`config.mk`:
```
export PLATFORM = sky130hd
export DESIGN_NAME = adder_32_bit
export DESIGN_NICKNAME = d
export VERILOG_FILES = /design/src/rtl/adder_32_bit.sv
export SDC_FILE = /design/constraint.sdc
export NUM_CORES = 1
export LEC_CHECK = 0
export ABC_CLOCK_PERIOD_IN_PS = 3100
export CAP_MARGIN = 20
export CORE_UTILIZATION = 38
export CTS_CLUSTER_DIAMETER = 80
export DETAILED_ROUTE_END_ITERATION = 8
export PLACE_DENSITY = 0.82
export SYNTH_ARGS = -nofsm -noshare
export SYNTH_HDL_FRONTEND = slang
export SYNTH_SLANG_ARGS = --single-unit
```
`constraint.sdc`:
```
create_clock -name clk -period 3.1 [get_ports clk]
set_input_delay 0.93 -clock clk [delete_from_list [all_inputs] [get_ports clk]]
set_output_delay 0.93 -clock clk [all_outputs]
set_load 0.02 [all_outputs]
```
`src/rtl/adder_32_bit.sv`:
```
// Registered binary adder built from 4-bit carry-lookahead groups with a
// second-level lookahead unit. Optional signed overflow output: ADDER_OVERFLOW_FLAG_EN.
module adder_32_bit #(
  parameter int WIDTH = 32
) (
  input  logic             clk,
  input  logic             rst,
  input  logic [WIDTH-1:0] a,
  input  logic [WIDTH-1:0] b,
  input  logic             carry_in,
  output logic [WIDTH-1:0] result,
`ifdef ADDER_OVERFLOW_FLAG_EN
  output logic             overflow,
`endif
  output logic             carry_out
);

  localparam int NG = WIDTH / 4;

  if (WIDTH % 4 != 0) begin : g_width_check
    $error("adder_32_bit: WIDTH must be a multiple of 4");
  end

  logic [WIDTH-1:0] g;
  logic [WIDTH-1:0] p;
  logic [NG-1:0]    grp_g;
  logic [NG-1:0]    grp_p;
  logic [NG:0]      grp_c;
  logic [WIDTH:0]   c;
  logic [WIDTH-1:0] sum;

  assign g = a & b;
  assign p = a ^ b;

  // Group generate/propagate for each 4-bit slice.
  always_comb begin
    // NOTE: every combinational output gets a default first so no path
    // leaves it unassigned and no latch is inferred.
    grp_g = '0;
    grp_p = '0;
    for (int k = 0; k < NG; k++) begin
      grp_g[k] = g[4*k+3]
               | (p[4*k+3] & g[4*k+2])
               | (p[4*k+3] & p[4*k+2] & g[4*k+1])
               | (p[4*k+3] & p[4*k+2] & p[4*k+1] & g[4*k]);
      grp_p[k] = &p[4*k +: 4];
    end
  end

  // Second-level lookahead: each group carry is a flat sum of products over
  // all lower groups and carry_in, not a ripple through grp_c.
  always_comb begin
    logic acc;
    logic prod;
    grp_c    = '0;
    grp_c[0] = carry_in;
    for (int j = 0; j < NG; j++) begin
      acc  = grp_g[j];
      prod = grp_p[j];
      for (int i = j - 1; i >= 0; i--) begin
        acc  = acc | (prod & grp_g[i]);
        prod = prod & grp_p[i];
      end
      grp_c[j+1] = acc | (prod & carry_in);
    end
  end

  // Per-bit carries inside each group, expanded from that group's carry-in.
  always_comb begin
    logic acc;
    logic prod;
    c = '0;
    for (int k = 0; k < NG; k++) begin
      c[4*k] = grp_c[k];
      for (int n = 1; n < 4; n++) begin
        acc  = g[4*k+n-1];
        prod = p[4*k+n-1];
        for (int i = n - 2; i >= 0; i--) begin
          acc  = acc | (prod & g[4*k+i]);
          prod = prod & p[4*k+i];
        end
        c[4*k+n] = acc | (prod & grp_c[k]);
      end
    end
    c[WIDTH] = grp_c[NG];
  end

  assign sum = p ^ c[WIDTH-1:0];

  always_ff @(posedge clk) begin
    // NOTE: registered state uses non-blocking assignments so every flop
    // samples pre-edge values regardless of statement order.
    if (rst) begin
      result    <= '0;
      carry_out <= 1'b0;
    end else begin
      result    <= sum;
      carry_out <= c[WIDTH];
    end
  end

`ifdef ADDER_OVERFLOW_FLAG_EN
  always_ff @(posedge clk) begin
    if (rst) overflow <= 1'b0;
    else     overflow <= c[WIDTH] ^ c[WIDTH-1];
  end
`endif

endmodule

```
==> impl_results.html, run 1 <==
<table>
<tr><th>Metric</th><th>Value</th></tr>
<tr><th colspan="2">Run status</th></tr>
<tr><td>Result of the run</td><td>finished clean</td></tr>
<tr><th colspan="2">Logic synthesis</th></tr>
<tr><td>Register bit total from synthesis</td><td>33</td></tr>
<tr><td>Synthesized cell area</td><td>2200 sq um</td></tr>
<tr><td>Sequential-to-total area share from yosys stat</td><td>30.1%</td></tr>
<tr><td>Gate Count Post-Synth</td><td>between 200 and 250</td></tr>
<tr><td>Syn nets</td><td>337</td></tr>
<tr><td>Synthesized area per cell</td><td>approximately 9.5 sq um</td></tr>
<tr><td>Number of distinct library cells after synthesis</td><td>48</td></tr>
<tr><td>Yosys warning count</td><td>0</td></tr>
<tr><th colspan="2">Die</th></tr>
<tr><td>IO Count</td><td>100</td></tr>
<tr><td>Horizontal die dimension</td><td>between 70 and 80 microns</td></tr>
<tr><td>Full die area</td><td>6090 sq um</td></tr>
<tr><td>Core ar.</td><td>5540 sq um</td></tr>
<tr><td>Die boundary height</td><td>approximately 78 microns</td></tr>
<tr><td>Standard-cell row count</td><td>27</td></tr>
<tr><td>Effective utilization at floorplan</td><td>between 30 and 40%</td></tr>
<tr><th colspan="2">Worst setup path</th></tr>
<tr><td>Cell repeated most along the worst path</td><td>sky130_fd_sc_hd__buf_4</td></tr>
<tr><td>Crit path max fanout</td><td>3</td></tr>
<tr><td>Master of the slowest instance on the critical path</td><td>sky130_fd_sc_hd__fa_1</td></tr>
<tr><td>Required time at the worst-slack endpoint</td><td>between 3 and 4 ns</td></tr>
<tr><td>Sort of element at the end of the critical path</td><td>flop</td></tr>
<tr><td>Type of the worst setup path</td><td>in -&gt; reg</td></tr>
<tr><td>CP peak stage delay</td><td>about 0.47 ns</td></tr>
<tr><td>Worst-path cell chain</td><td>dlygate4sd2_1 &gt; ha_4 &gt; buf_4 &gt; nand2_2 &gt; nor3_4 &gt; a32o_2 &gt; a41oi_4 &gt; buf_4 &gt; o21ai_0 &gt; fa_1 &gt; nor2b_1</td></tr>
<tr><td>Data arrival, critical path</td><td>3.18 ns</td></tr>
<tr><td>Sort of element at the start of the critical path</td><td>input pin</td></tr>
<tr><th colspan="2">Global route</th></tr>
<tr><td>Global-route congestion overflow total</td><td>0</td></tr>
<tr><td>Largest net degree at the start of global routing</td><td>20</td></tr>
<tr><td>Wire length of the first global-routing pass</td><td>around 11000 microns</td></tr>
<tr><td>Number of global-route vias before repair</td><td>between 2000 and 2500</td></tr>
<tr><td>Combined global-route utilization of all metal layers</td><td>a little under a quarter</td></tr>
<tr><td>Number of antenna violations at the first check in global routing</td><td>0</td></tr>
<tr><th colspan="2">Detailed routing</th></tr>
<tr><td>Routed wire length per instance</td><td>between 10 and 15 microns</td></tr>
<tr><td>Detailed-route DRC error count</td><td>0</td></tr>
<tr><td>Detailed Route Iter0 Violations</td><td>52</td></tr>
<tr><td>Length of the first detailed-routing pass in iterations</td><td>4</td></tr>
<tr><td>Number of vias in the routed layout</td><td>2312</td></tr>
<tr><td>Antenna-violating nets left</td><td>0</td></tr>
<tr><td>Aggregate routed wire length</td><td>6750 microns</td></tr>
<tr><td>Routed via count divided by cell count</td><td>4.92</td></tr>
<tr><th colspan="2">Layout</th></tr>
<tr><td>Area Growth Syn to Fin</td><td>92.7%</td></tr>
<tr><td>Most common cell after layout, fill and taps aside</td><td>sky130_fd_sc_hd__buf_4</td></tr>
<tr><td>Count of nets after finishing</td><td>~500</td></tr>
<tr><td>Multi-input logic area</td><td>about 1900 sq um</td></tr>
<tr><td>Commonest cells after routing, fill and taps aside</td><td>65 x sky130_fd_sc_hd__buf_4, 52 x sky130_fd_sc_hd__clkdlybuf4s50_1, 37 x sky130_fd_sc_hd__dlygate4sd2_1</td></tr>
<tr><td>ANT cells</td><td>0</td></tr>
<tr><td>Share of post-route cells with drive strength above 1</td><td>a little over a third</td></tr>
<tr><td>Sequential cell area in the final layout</td><td>661 sq um</td></tr>
<tr><td>Filler Cells Inserted</td><td>372</td></tr>
<tr><td>Total non-filler cell area in the finished layout</td><td>about 4200 sq um</td></tr>
<tr><th colspan="2">Timing</th></tr>
<tr><td>Worst slew margin relative to its limit</td><td>46.8%</td></tr>
<tr><td>Final Hold Fails</td><td>0</td></tr>
<tr><td>Setup repair after global routing missed its margin</td><td>yes</td></tr>
<tr><td>Number of slew-limit violations in the final report</td><td>0</td></tr>
<tr><td>Minimum setup slack in the final design</td><td>about 0.064 ns</td></tr>
<tr><td>Final count of negative-setup-slack endpoints</td><td>0</td></tr>
<tr><td>Fmax</td><td>roughly 330 MHz</td></tr>
<tr><td>Final Cycle Share</td><td>97.9%</td></tr>
<tr><td>Total Negative Setup Slacks</td><td>0 ns</td></tr>
<tr><td>Pin slew with the least headroom to its limit</td><td>just under 0.8 ns</td></tr>
<tr><td>Shortest clock period the worst path allows after layout</td><td>slightly above 3 ns</td></tr>
<tr><th colspan="2">CTS</th></tr>
<tr><td>Clock tree root buffer cell</td><td>sky130_fd_sc_hd__clkbuf_8</td></tr>
<tr><td>Clock slew at the register clock pins of the worst setup and hold paths</td><td>~0.070 ns</td></tr>
<tr><td>Number of clock buffers inserted by TritonCTS</td><td>5</td></tr>
<tr><td>Worst-case clock buffer depth</td><td>2</td></tr>
<tr><td>Sinks on Clock Net</td><td>33</td></tr>
<tr><td>H-tree depth</td><td>2</td></tr>
<tr><td>TritonCTS clock tree</td><td>built</td></tr>
<tr><th colspan="2">Worst hold path</th></tr>
<tr><td>HP Class</td><td>in -&gt; reg</td></tr>
<tr><th colspan="2">Pwr</th></tr>
<tr><td>Maximum ir drop on the vdd rail</td><td>between 0.2 and 0.25 mV</td></tr>
<tr><td>Power Density</td><td>385 nW/um^2</td></tr>
<tr><td>LEAKAGE</td><td>1.87 nW</td></tr>
<tr><th colspan="2">Place</th></tr>
<tr><td>GP Congestion</td><td>between 0.8 and 0.9</td></tr>
<tr><td>HPWL Detailed</td><td>~4700 microns</td></tr>
<tr><td>Number of buffers inserted by port buffering</td><td>just under 100</td></tr>
<tr><td>Setup WS pre-CTS</td><td>-0.571 ns</td></tr>
<tr><td>Placed cell areas</td><td>3680 sq um</td></tr>
<tr><th colspan="2">Run</th></tr>
<tr><td>Number of violations of the max-capacitance limit</td><td>0</td></tr>
</table>
flip-flops by register name (all words and copies together) (netlist names):
| signal | cells |
|---|---|
| result | 32 |
| carry_out | 1 |
cell families (layout without fill, tap and decap cells):
group | after synthesis | after routing | synth area share, %
multiplexers | 4 | 4 | 2.05
XOR/XNOR | 16 | 16 | 6.38
AND/OR/NAND/NOR | 69 | 69 | 16.2
AO/OA/AOI/OAI | 56 | 56 | 17.7
flip-flops | 33 | 33 | 30.1
adder cells (fa/ha/maj) | 40 | 40 | 25.5
buffers and inverters | 12 | 180 | 2.05
what timing repair did:
item | in CTS | in global routing
resized for setup | 89 | 28
endpoints found under the setup margin | 18 | 10
pin swaps | 38 | 27
setup buffers | 7 | 6
hold buffers | 0 | 0
gates cloned | 0 | 0
power by group:
group          switching [mW]  internal, mW  leakage [nW]
sequential             0.0155         0.482         0.275
combinational           0.346         0.421          1.54
clock                   0.164         0.201        0.0542
metal layers:
metal / vias up / global-route usage [%] / share of wire [%]
met5: - / 0 / 0
met4: 0 / 6.85 / 1.3
met3: 11 / 4.77 / 4.4
met2: 73 / 44.8 / 55
met1: 1085 / 23.6 / 40
li1: 1143 / - / -
layout make-up:
class,count,share of cell area [%]
inverter,8,0.710
multi-input combinational,185,45.2
timing repair buffer,164,34.0
clock inverter,1,0.118
clock buffer,7,2.28
tap,72,2.13
sequential,33,15.6
synth_stat cells (all sizes together):
cell type,count,share of area (%)
a211o,1,0.40
a211oi,2,0.68
a21boi,1,0.34
a21o,4,1.4
a21oi,23,6.1
a31o,1,0.40
a31oi,2,0.57
a32o,1,0.51
a41oi,1,0.74
and2,1,0.40
and3,1,0.29
and3b,1,0.40
and4,1,0.40
clkbuf,4,0.68
dfxtp,33,30
fa,8,7.3
ha,32,18
inv,8,1.4
mux2,4,2.1
nand2,15,2.6
nand2b,3,0.85
nand3,2,0.68
nand3b,1,0.34
nand4,3,1.1
nor2,24,4.1
nor2b,11,3.1
nor3,2,0.68
nor3b,1,0.34
o211ai,2,0.91
o21a,3,1.0
o21ai,10,2.6
o21bai,2,0.85
o22ai,2,0.85
o31ai,1,0.34
or2,1,0.29
or3,2,0.57
xnor2,13,5.2
xor2,3,1.2
path summary, 6_finish.rpt:
path	to	cells after the start	slack [ns]	from
max	result[24]$_SDFF_PP0_	11	0.06	a[9]
min	result[0]$_SDFF_PP0_	4	1.07	b[0]
critical path, delay by kind of cell:
family	cells	cell delay (ns)
buf+inv	3	0.56
simple gates	3	0.44
compound gates	3	0.49
fa+ha+maj	2	0.75
stage by stage:
| step | hold slack (ns) | cells | power (mW) | util, % |
|---|---|---|---|---|
| after floorplan | 1.18 | 230 | 0.834 | - |
| after global placement | 1.67 | 449 | 1.15 | 66.4 |
| after detailed placement | 1.69 | 449 | 1.17 | 66.4 |
| after CTS | 1.16 | 464 | 1.59 | 73.5 |
| after global routing | 1.08 | 470 | 1.72 | 76.4 |
| final | 1.07 | 470 | 1.63 | 76.4 |
Power figures use the tool's default switching activity.
==> run 2: changes to the inputs <==
Settings changed: SLEW_MARGIN set to 20.
==> results of run 2 <==
No change in the layout: final DEF, timing and power equal those of run 1.
